File: config.mk
export PLATFORM = sky130hd
export DESIGN_NAME = key_paste_fifo
export DESIGN_NICKNAME = d
export VERILOG_FILES = /design/src/rtl/key_paste_fifo.sv
export SDC_FILE = /design/constraint.sdc
export NUM_CORES = 1
export LEC_CHECK = 0
export ABC_CLOCK_PERIOD_IN_PS = 2260
export CAP_MARGIN = 20
export CORE_MARGIN = 2
export CORE_UTILIZATION = 50
export CTS_CLUSTER_DIAMETER = 40
export DETAILED_ROUTE_END_ITERATION = 8
export PLACE_DENSITY_LB_ADDON = 0.05
export SYNTH_ARGS = -nofsm -noshare
export SYNTH_HDL_FRONTEND = slang
export SYNTH_SLANG_ARGS = --single-unit
File: constraint.sdc
create_clock -name sys_clock -period 2.26 [get_ports sys_clock]
set_clock_uncertainty 0.05 [all_clocks]
set_input_delay 0.226 -clock sys_clock [delete_from_list [all_inputs] [get_ports sys_clock]]
set_output_delay 0.226 -clock sys_clock [all_outputs]
set_load 0.05 [all_outputs]
File: src/rtl/key_paste_fifo.sv
// key_paste_fifo
//   Paste/injection queue in front of an Apple-1 style keyboard port.
//   Host bytes are upper-cased, line feeds are dropped, and the result is
//   queued. One character at a time is presented at KBD/KBDCR. After the
//   CPU reads KBD, the next character is held back for PACE cpu_clken ticks.
//
// Ports
//   sys_clock  in   system clock, all state on its rising edge
//   reset      in   asynchronous active-low reset
//   cpu_clken  in   CPU clock enable; qualifies CPU reads and pace ticks
//   host_data  in   [7:0] ASCII byte from the host
//   host_valid in   host_data valid
//   host_ready out  FIFO has room for a byte
//   flush      in   synchronous discard of queued and presented data
//   cs         in   chip select for the KBD/KBDCR window
//   address    in   0 = KBD, 1 = KBDCR
//   we         in   CPU write strobe (writes have no effect)
//   dout       out  [7:0] read data
//   busy       out  queue non-empty or not idle
//
// state   | meaning
// S_IDLE    | nothing presented; pops the head when the queue is non-empty
// S_PRESENT | character held in char_q, key_avail_q set, waiting for a KBD read
// S_PACE    | KBD was read; counting cpu_clken ticks before the next pop
module key_paste_fifo #(
    parameter int DEPTH = 16,
    parameter int PACE  = 2000
) (
    input  logic       sys_clock,
    input  logic       reset,
    input  logic       cpu_clken,
    input  logic [7:0] host_data,
    input  logic       host_valid,
    output logic       host_ready,
    input  logic       flush,
    input  logic       cs,
    input  logic       address,
    input  logic       we,
    output logic [7:0] dout,
    output logic       busy
);

    localparam int AW = $clog2(DEPTH);
    // Counter only has to hold PACE-1; PACE of 0 or 1 collapses to a single tick.
    localparam int PW = (PACE > 2) ? $clog2(PACE) : 1;
    localparam logic [PW-1:0] PACE_LOAD = (PACE > 1) ? PW'(PACE - 1) : '0;

    typedef enum logic [1:0] {
        S_IDLE    = 2'd0,
        S_PRESENT = 2'd1,
        S_PACE    = 2'd2
    } state_t;

    state_t          state_q, state_d;
    logic [AW:0]     count_q, count_d;
    logic [AW-1:0]   wr_ptr_q, wr_ptr_d;
    logic [AW-1:0]   rd_ptr_q, rd_ptr_d;
    logic [6:0]      char_q, char_d;
    logic            key_avail_q, key_avail_d;
    logic [PW-1:0]   pace_cnt_q, pace_cnt_d;
    logic [6:0]      mem_q [DEPTH];

    logic            is_lf;
    logic            is_lower;
    logic [6:0]      wr_data;
    logic            push;
    logic            pop;
    logic            kbd_rd;

    always_comb begin
        host_ready = (count_q < (AW+1)'(DEPTH));
        is_lf      = (host_data == 8'h0A);
        is_lower   = (host_data >= 8'h61) && (host_data <= 8'h7A);
        wr_data    = is_lower ? (host_data[6:0] - 7'h20) : host_data[6:0];
        // Line feeds are consumed from the host but never stored.
        push       = host_valid & host_ready & ~is_lf & ~flush;
        pop        = (state_q == S_IDLE) & (count_q != '0) & ~flush;
        kbd_rd     = cs & ~we & ~address & cpu_clken;
    end

    always_comb begin
        state_d     = state_q;
        count_d     = count_q;
        wr_ptr_d    = wr_ptr_q;
        rd_ptr_d    = rd_ptr_q;
        char_d      = char_q;
        key_avail_d = key_avail_q;
        pace_cnt_d  = pace_cnt_q;

        if (push) begin
            wr_ptr_d = wr_ptr_q + AW'(1);
        end
        if (pop) begin
            rd_ptr_d = rd_ptr_q + AW'(1);
        end

        case ({push, pop})
            2'b10:   count_d = count_q + (AW+1)'(1);
            2'b01:   count_d = count_q - (AW+1)'(1);
            default: count_d = count_q;
        endcase

        case (state_q)
            S_IDLE: begin
                if (pop) begin
                    char_d      = mem_q[rd_ptr_q];
                    key_avail_d = 1'b1;
                    state_d     = S_PRESENT;
                end
            end
            S_PRESENT: begin
                if (kbd_rd) begin
                    key_avail_d = 1'b0;
                    pace_cnt_d  = PACE_LOAD;
                    state_d     = S_PACE;
                end
            end
            S_PACE: begin
                if (cpu_clken) begin
                    if (pace_cnt_q == '0) begin
                        state_d = S_IDLE;
                    end else begin
                        pace_cnt_d = pace_cnt_q - PW'(1);
                    end
                end
            end
            default: begin
                state_d = S_IDLE;
            end
        endcase

        // Flush wins over any push, pop or read in the same cycle.
        if (flush) begin
            count_d     = '0;
            wr_ptr_d    = '0;
            rd_ptr_d    = '0;
            key_avail_d = 1'b0;
            state_d     = S_IDLE;
        end
    end

    always_ff @(posedge sys_clock or negedge reset) begin
        if (!reset) begin
            state_q     <= S_IDLE;
            count_q     <= '0;
            wr_ptr_q    <= '0;
            rd_ptr_q    <= '0;
            char_q      <= '0;
            key_avail_q <= 1'b0;
            pace_cnt_q  <= '0;
        end else begin
            state_q     <= state_d;
            count_q     <= count_d;
            wr_ptr_q    <= wr_ptr_d;
            rd_ptr_q    <= rd_ptr_d;
            char_q      <= char_d;
            key_avail_q <= key_avail_d;
            pace_cnt_q  <= pace_cnt_d;
        end
    end

    // Storage needs no reset: count_q alone decides which entries are live.
    always_ff @(posedge sys_clock) begin
        if (push) begin
            mem_q[wr_ptr_q] <= wr_data;
        end
    end

    assign dout = !cs     ? 8'h00 :
                  address ? {key_avail_q, 7'b0} :
                            {1'b1, char_q};

    assign busy = (count_q != '0) | (state_q != S_IDLE);

endmodule

==> results.json <==
{
  "status": "finished, final reports clean",
  "timing.rr.start": "state_q[0]",
  "worstSetupPathType": "reg2reg",
  "synth-compound-area-share_pct": 7.79,
  "cp.arrival_ns": 2.45,
  "overflow": 0,
  "die_h_um": 117,
  "layout.nets": 505,
  "synth_top_family_by_area": "multiplexers",
  "track_usage_pct": 21.5,
  "diodes": 0,
  "synthXorXnorAreaFrac_pct": 1.38,
  "ys_async_sr_fraction_pct": 23.3,
  "drc": 0,
  "drt_pre_antenna_iters": 5,
  "holdCritPathClass": "in2async",
  "yosysTopAreaCell": "edfxtp_1",
  "grt_pass1_wl_um": 21000,
  "cp-endpoint": "count_q[4]",
  "initial_core_util_pct": 50.7,
  "rsz0062_at_grt": "true",
  "row_count": 41,
  "synth_fa_ha_area_share_pct": 2.09,
  "port_buffers": 25,
  "period_share_pct": 97.3,
  "vias": 3691,
  "worstPathMaxFanout": 3,
  "place_ws_ns": -0.548,
  "synth_area_um2": 6350,
  "r2r-end": "count_q[4]",
  "postSynthAreaPerCell_um2": 15.9,
  "root_buffer": "clkbuf_16",
  "post_cts_buffers": 0,
  "avgViaCountPerCell": 5.56,
  "ys_types": 56,
  "report.final.slew_viol_count": 0,
  "cts_sinks": 146,
  "fin_crit_ns": 2.20,
  "ys.flop_type": "edfxtp_1",
  "required_ns": 2.51,
  "clock_latency_ns": 0.42,
  "cap_violations": 0,
  "finalSetupViolations": 0,
  "globalplace.congestion": 0.809,
  "cts_made_buffers": 17,
  "seq_area_frac_synth_pct": 66.4,
  "die_area_um2": 13600,
  "cellPowerDensity_nw_per_um2": 1070,
  "cts_tree": "done",
  "start_kind": "flop",
  "clk_pin_slew_worst_paths_ns": 0.06,
  "setup.worst_path.start": "state_q[0]",
  "routed_wl_um": 13200,
  "synthMuxAreaShare_pct": 11.7,
  "grt_max_degree": 32,
  "drive_gt1_share_pct": 31.5,
  "max_stage_delay_ns": 0.39,
  "core_area_um2": 12500,
  "ys_top_cells_by_area": "edfxtp_1 (53%), dfrtp_1 (13%), mux4_2 (9.9%), ha_1 (1.8%), nor2_1 (1.5%)",
  "cts_buffer_depth": 2,
  "worst-r2r-setup-slack_ns": 0.06,
  "syn2layout_area_growth_pct": 25.4,
  "finalSetupTns_ns": 0,
  "synthesis.nets": 425,
  "synth-simple-area-share_pct": 8.75,
  "ant_nets": 0,
  "reg2reg_depth": 8,
  "ir_drop_mv": 0.848,
  "dpl.hpwl_um": 9200,
  "synth_top_area_share_pct": 53.0,
  "critPathCaptureType": "flop",
  "grt_pass1_vias": 3790,
  "crit_chain": "nor3_2, a21boi_2, nand2_1, fa_2, nor2b_1, o21ai_2, a221o_1, and3_1",
  "yosysWarningCount": 0,
  "cts.htree.levels": 4,
  "synth_cells": 399,
  "synth_edf_count": 112,
  "ys_ff_latch": 146,
  "avgRoutedWirePerCell_um": 19.9,
  "p_leak_nw": 2.85,
  "hold_violations": 0,
  "die_x_um": 117,
  "crit_path_top_delay_cell": "dfrtp_1",
  "fillers": 936,
  "fmax_mhz": 455,
  "antenna_found_initial": 0,
  "pin_count": 26,
  "setup_ws_ns": 0.0617,
  "drtIter0Drc": 306,
  "layout_commonest_cell": "edfxtp_1",
  "maxSlewHeadroom_pct": 56.3,
  "tightest_slew_ns": 0.655,
  "final_cell_mix": "edfxtp_1 (112), buf_4 (49), dfrtp_1 (33), mux4_2 (28), clkbuf_16 (17)"
}
==> per-layer routing <==
layer	vias to the layer above	routed length [um]	global-route usage, %
li1	1730	-	-
met1	1869	6190	30.4
met2	80	6320	33.3
met3	12	504	4.77
met4	0	187	7.84
met5	-	0	0
==> cell type report <==
cell class | instances | area, um2 | area share [%]
Inverter | 14 | 52.6 | 0.660
Sequential cell | 146 | 4220 | 52.9
Clock inverter | 14 | 193 | 2.42
Tap cell | 172 | 215 | 2.70
Timing Repair Buffer | 77 | 757 | 9.51
Multi-Input combinational cell | 223 | 2100 | 26.4
Clock buffer | 18 | 429 | 5.39
==> synthesized netlist by cell type (3+ instances only) <==
| library cell | n |
|---|---|
| nand2b_1 | 6 |
| mux4_2 | 28 |
| o211ai_1 | 3 |
| and2_1 | 7 |
| buf_2 | 6 |
| nand2_1 | 12 |
| a21oi_1 | 8 |
| ha_1 | 9 |
| mux2i_1 | 9 |
| dfrtp_1 | 34 |
| or2_2 | 3 |
| nor2b_1 | 5 |
| or3_1 | 3 |
| edfxtp_1 | 112 |
| inv_1 | 14 |
| nor3_1 | 14 |
| xor2_1 | 4 |
| a21o_1 | 8 |
| clkbuf_1 | 10 |
| a211oi_1 | 9 |
| o22ai_1 | 7 |
| nand3_1 | 6 |
| nor2_1 | 26 |
| xnor2_1 | 6 |
| o21ai_0 | 9 |
==> sequential cells by signal (all words and copies together) (netlist names) <==
register	flops
mem_q	112
pace_cnt_q	11
state_q	2
wr_ptr_q	4
rd_ptr_q	4
char_q	7
count_q	5
key_avail_q	1
==> per-stage QoR <==
step | power [W] | area, um2 | util [%] | cells | hold slack (ns)
floorplan | 0.00474 | 6350 | - | 399 | -0.120
global placement | 0.00552 | 7260 | 58.0 | 632 | 0.405
detailed placement | 0.00557 | 7260 | 58.0 | 632 | 0.411
CTS | 0.00856 | 7910 | 63.2 | 664 | 0.107
global route | 0.00889 | 7960 | 63.6 | 664 | 0.146
finish | 0.00853 | 7960 | 63.6 | 664 | 0.113
==> worst max-delay path: cells and delay by family (launching register included) <==
kind	cells	cell delay, ns
AO/OA/AOI/OAI	3	0.63
adder cells (fa/ha/maj)	1	0.36
flip-flops	1	0.39
AND/OR/NAND/NOR	4	0.65
==> power breakdown <==
part | switching, W | internal, W | leakage, nW | total (W)
sequential | 0.000200 | 0.00314 | 1.44 | 0.00334
clock | 0.00103 | 0.00193 | 0.303 | 0.00296
combinational | 0.00113 | 0.00110 | 1.11 | 0.00223
total | 0.00236 | 0.00617 | 2.85 | 0.00853
==> how the worst min path moves through the flow <==
stage | from | endpoint | slack, ns | cells past startpoint
after floorplan | reset | char_q[0] | -0.12 | 0
after global placement | char_q[5] | char_q[5] | 0.41 | 1
after detailed placement | char_q[5] | char_q[5] | 0.41 | 1
after CTS | reset | count_q[0] | 0.11 | 1
after global routing | reset | count_q[0] | 0.15 | 1
final | reset | count_q[0] | 0.11 | 1
==> repair_timing <==
item,CTS,global route
pin swaps,0,1
gates resized for setup,8,18
endpoints found under the setup margin,17,79
hold buffers,0,0
==> cell families after synthesis <==
kind of cell,count (synthesis)
xor+xnor,10
compound gates,64
fa+ha+maj,10
mux,39
flops,146
simple gates,100
buf+inv,30
Power figures use the tool's default switching activity.
